$ cat config.mk
export PLATFORM = sky130hd
export DESIGN_NAME = q1_inv_table
export DESIGN_NICKNAME = d
export VERILOG_FILES = /design/src/rtl/q1_inv_table.sv
export SDC_FILE = /design/constraint.sdc
export NUM_CORES = 2
export LEC_CHECK = 0
export ABC_AREA = 0
export CORE_ASPECT_RATIO = 0.9
export CORE_MARGIN = 1.5
export CORE_UTILIZATION = 65
export CTS_BUF_LIST = sky130_fd_sc_hd__clkbuf_4
export DETAILED_ROUTE_END_ITERATION = 10
export GPL_TIMING_DRIVEN = 0
export PLACE_DENSITY = 0.78
export REMOVE_ABC_BUFFERS = 1
export SLEW_MARGIN = 0
export SYNTH_ARGS = -nofsm -noshare
export SYNTH_HDL_FRONTEND = slang
export SYNTH_SLANG_ARGS = --single-unit
$ cat constraint.sdc
create_clock -name clk -period 15.5 [get_ports clk]
set_clock_uncertainty 0.1 [all_clocks]
set_input_delay 3.875 -clock clk [delete_from_list [all_inputs] [get_ports clk]]
set_output_delay 3.875 -clock clk [all_outputs]
set_load 0.005 [all_outputs]
$ cat src/rtl/q1_inv_table.sv
// rtl/q1_inv_table.sv - inverse/forward Twofish q1 byte translator with self-built 256x8 inverse table
// Optional self-check of inverse results is enabled by defining SELF_CHECK_EN.
module q1_inv_table (
  input  logic       clk,
  input  logic       rst,
  input  logic       rebuild,
  input  logic       in_valid,
  output logic       in_ready,
  input  logic       in_mode,
  input  logic [7:0] in_data,
  output logic       out_valid,
  input  logic       out_ready,
  output logic [7:0] out_data,
  output logic       init_done,
  output logic       chk_err
);

  // Nibble tables packed with entry 0 in the least significant nibble.
  localparam logic [63:0] T0 = 64'h5CA04913E67FDB82;
  localparam logic [63:0] T1 = 64'h809F5AD673C4B2E1;
  localparam logic [63:0] T2 = 64'hF3B28DE0A96157C4;
  localparam logic [63:0] T3 = 64'hA802F746ED3C159B;

  typedef enum logic {ST_INIT, ST_SERVE} state_t;

  function automatic logic [3:0] nib(input logic [63:0] t, input logic [3:0] i);
    return t[{i, 2'b00} +: 4];
  endfunction

  function automatic logic [7:0] q1(input logic [7:0] x);
    logic [3:0] a1, b1, a2, b2, a3, b3;
    a1 = x[7:4] ^ x[3:0];
    b1 = x[7:4] ^ {x[0], x[3:1]} ^ {x[4], 3'b000};
    a2 = nib(T0, a1);
    b2 = nib(T1, b1);
    a3 = a2 ^ b2;
    b3 = a2 ^ {b2[0], b2[3:1]} ^ {a2[0], 3'b000};
    return {nib(T3, b3), nib(T2, a3)};
  endfunction

  state_t     state_q, state_d;
  logic [7:0] cnt_q, cnt_d;
  logic       out_valid_q, out_valid_d;
  logic [7:0] out_data_q, out_data_d;
  logic       init_done_q, init_done_d;

  logic [7:0] tbl [256];
  logic [7:0] tbl_rd;
  logic [7:0] wr_addr;
  logic [7:0] result;
  logic       accept;

  assign in_ready  = (state_q == ST_SERVE) && !rebuild && (!out_valid_q || out_ready);
  assign accept    = in_valid && in_ready;
  assign tbl_rd    = tbl[in_data];
  assign result    = in_mode ? q1(in_data) : tbl_rd;
  assign wr_addr   = q1(cnt_q);

  assign out_valid = out_valid_q;
  assign out_data  = out_data_q;
  assign init_done = init_done_q;

  always_comb begin
    state_d     = state_q;
    cnt_d       = cnt_q;
    out_valid_d = out_valid_q;
    out_data_d  = out_data_q;
    case (state_q)
      ST_INIT: begin
        cnt_d = cnt_q + 8'd1;
        if (cnt_q == 8'hFF) begin
          state_d = ST_SERVE;
          cnt_d   = 8'd0;
        end
      end
      default: begin
        if (rebuild) begin
          state_d = ST_INIT;
          cnt_d   = 8'd0;
        end
      end
    endcase
    init_done_d = (state_d == ST_SERVE);
    // A pending result survives a rebuild; it only leaves when consumed.
    if (accept) begin
      out_valid_d = 1'b1;
      out_data_d  = result;
    end else if (out_ready) begin
      out_valid_d = 1'b0;
    end
  end

  always_ff @(posedge clk or posedge rst) begin
    if (rst) begin
      state_q     <= ST_INIT;
      cnt_q       <= 8'd0;
      out_valid_q <= 1'b0;
      out_data_q  <= 8'h00;
      init_done_q <= 1'b0;
    end else begin
      state_q     <= state_d;
      cnt_q       <= cnt_d;
      out_valid_q <= out_valid_d;
      out_data_q  <= out_data_d;
      init_done_q <= init_done_d;
    end
  end

  // Table storage is not reset; INIT rewrites every entry.
  always_ff @(posedge clk) begin
    if (state_q == ST_INIT) begin
      tbl[wr_addr] <= cnt_q;
    end
  end

`ifdef SELF_CHECK_EN
  logic chk_err_q, chk_err_d;

  assign chk_err_d = chk_err_q | (accept && !in_mode && (q1(tbl_rd) != in_data));
  assign chk_err   = chk_err_q;

  always_ff @(posedge clk or posedge rst) begin
    if (rst) begin
      chk_err_q <= 1'b0;
    end else begin
      chk_err_q <= chk_err_d;
    end
  end
`else
  assign chk_err = 1'b0;
`endif

endmodule

==> flow_metrics.env <==
export IMPL_status="finished, violations left"
export IMPL_failed_checks="max-capacitance violations, max-slew violations"
export IMPL_die_area_sq_um=129000
export IMPL_num_fill_cells=7217
export IMPL_cts_resized=0
export IMPL_clk_pin_slew_ns=0.06
export IMPL_cts_path_max_buffers=4
export IMPL_synthCells=4005
export IMPL_hold_viol=0
export IMPL_dpl_hpwl_mm=122
export IMPL_port_buffers=24
export IMPL_ys_ff_latch=2066
export IMPL_yosysSeqAreaShare=0.752
export IMPL_wire_per_inst_microns=31.4
export IMPL_clock_sinks=2066
export IMPL_multi_input_area_sq_um=19400
export IMPL_synthTopCellsByArea="edfxtp_1 75%, mux4_2 14%, mux2i_1 2.2%"
export IMPL_async_reset_ff_frac=0.00871
export IMPL_viasPerCell=6.81
export IMPL_synth_ff_type="edfxtp_1"
export IMPL_drv_slew=19
export IMPL_synth_edf_count=2048
export IMPL_synth_cell_type_count=77
export IMPL_cp_required_ns=11.52
export IMPL_setup_viol=0
export IMPL_synth_area_per_cell_sq_um=20.6
export IMPL_fin_tns_setup_ns=0
export IMPL_min_period_ns=9.76
export IMPL_globalRouteOverflowTotal=0
export IMPL_fmax_mhz=102
export IMPL_yosysMostFrequentCell="edfxtp_1"
export IMPL_final_nets=4403
export IMPL_rows=123
export IMPL_start_kind="primary input"
export IMPL_drtAntennaViolNets=0
export IMPL_wl_mm=202
export IMPL_place_congestion=0.867
export IMPL_postCtsSetupBuffers=0
export IMPL_drcViolationCount=0
export IMPL_synth_area_sq_um=82400
export IMPL_seq_area_sq_um=62000
export IMPL_grt_pass1_vias=43500
export IMPL_cellPowerDensity_nw_per_um2=118
export IMPL_min_path_type="register to register"
export IMPL_ctsHoldBuffers=0
export IMPL_arrival_ns=5.78
export IMPL_ys_top_cells_by_count="2,048 x edfxtp_1, 506 x mux4_2, 304 x nor2_1"
export IMPL_fin_area_sq_um=91500
export IMPL_grt_max_degree=103
export IMPL_yosys_area_top_type="edfxtp_1"
export IMPL_rsz0062_at_grt="no"
export IMPL_start_util=0.657
export IMPL_layout_drive_gt1_share=0.297
export IMPL_io_pins=26
export IMPL_drtPass1Iterations=6
export IMPL_chipHeight_microns=341
export IMPL_slew_headroom=-0.0615
export IMPL_grt_pass1_wl_mm=292
export IMPL_yosys_area_top_type_share=0.746
export IMPL_route_vias_total=43800
export IMPL_yosys_warnings=0
export IMPL_cts_made_buffers=493
export IMPL_p_leak_uw=0.0297
export IMPL_h_tree_depth=5
export IMPL_worstSetupEndpointType="output port"
export IMPL_fin_util=0.729
export IMPL_antenna_found_initial=9
export IMPL_worst_setup_path_type="primary input to output port"
export IMPL_insertion_delay_ns=1.31
export IMPL_critPathMaxFanout=4
export IMPL_place_area_sq_um=85200
export IMPL_initialDrtViolationCount=6353
export IMPL_area_growth_syn_to_layout_pct=11.0
export IMPL_period_share=0.630
export IMPL_cts_root_buf="clkbuf_4"
export IMPL_cts_tree="yes"
export IMPL_grt_use_total=0.319
export IMPL_vdd_ir_drop_max_mv=0.102
export IMPL_max_cap_violations=2
export IMPL_die_w_microns=378
export IMPL_core_sq_um=125000
export IMPL_worst_slew_pin_slew_ns=1.59
-- registers in the layout, indices dropped and copies added (netlist names) --
signal and cells:
out_valid 1, out_data 8, cnt_q 8, tbl 2048, init_done 1
-- cells in the final DEF (no fill, tap or decap), drive strengths merged, types with 6 or more instances in the layout --
master,count
o21ai,38
inv,40
clkdlybuf4s50,17
a22oi,35
a31oi,13
a21oi,73
mux4,506
o21a,6
o32ai,6
ha,40
dfrtp,18
xnor2,20
o22ai,60
clkinv,135
o31ai,8
xor2,21
a221oi,7
nand2,84
and3,16
nand2b,7
clkbuf,732
diode,8
edfxtp,2048
mux2i,182
nand3b,8
nor3,34
nor2b,12
nor4,8
nand3,25
o221ai,67
a211oi,21
nor2,304
mux2,9
buf,65
-- power breakdown --
part | switching (uW) | total (uW) | leakage [uW] | internal [uW]
sequential | 0 | 6040 | 0.0192 | 6040
combinational | 266 | 426 | 0.00681 | 160
clock | 2070 | 4310 | 0.00370 | 2230
-- cells by family (layout without fill, tap and decap cells) --
logic type      after synthesis  after routing  synth area share
flops                      2066           2066             0.752
mux                         697            697             0.162
simple gates                515            515            0.0275
compound gates              371            371            0.0322
buf+inv                     269            994            0.0143
xor+xnor                     46             46           0.00632
fa+ha+maj                    40             40           0.00607
other cells                   1              9         0.0000455
-- metal layers --
metal,track usage,share of wire
met3,0.0789,0.12
met2,0.481,0.47
met1,0.465,0.37
met4,0.116,0.033
met5,0,0.00039
-- critical path: stages --
cell             delay, ns
clkdlybuf4s50_1       0.52
nand2b_1              0.34
a21oi_1               0.45
clkdlybuf4s50_1       0.59
-- metrics by stage --
step / worst slack, ns / hold WS (ns) / power [uW] / cells
after floorplan: 7.06 / 0.391 / 6380 / 3772
after global placement: -30.58 / 0.434 / 6840 / 5483
after detailed placement: 5.76 / 0.455 / 6580 / 5540
after CTS: 5.76 / 0.471 / 10800 / 6416
after global routing: 5.69 / 0.482 / 11100 / 6421
final: 5.74 / 0.480 / 10800 / 6425
-- path summary, 6_finish.rpt --
kind	end	startpoint	slack [ns]	depth (start not counted)
max	in_ready	rebuild	5.74	4
min	out_data[3]$_DFFE_PP0P_	out_data[3]$_DFFE_PP0P_	0.48	2
max reg2reg	tbl[144][7]$_DFFE_PP_	cnt_q[4]$_DFFE_PP0P_	8.26	13
min reg2reg	out_data[3]$_DFFE_PP0P_	out_data[3]$_DFFE_PP0P_	0.48	2
max in group asynchronous	cnt_q[5]$_DFFE_PP0P_	rst	11.66	2
min in group asynchronous	out_data[6]$_DFFE_PP0P_	rst	2.94	2
-- final cells by class --
cell class,instances,area share
Clock inverter,144,0.00761
Inverter,36,0.00160
Tap cell,1687,0.0231
Timing Repair Buffer,82,0.0180
Multi-Input combinational cell,1670,0.212
Antenna cell,8,0.000219
Clock buffer,732,0.0601
Sequential cell,2066,0.678
Note: power is estimated with default switching activity, not from simulation.
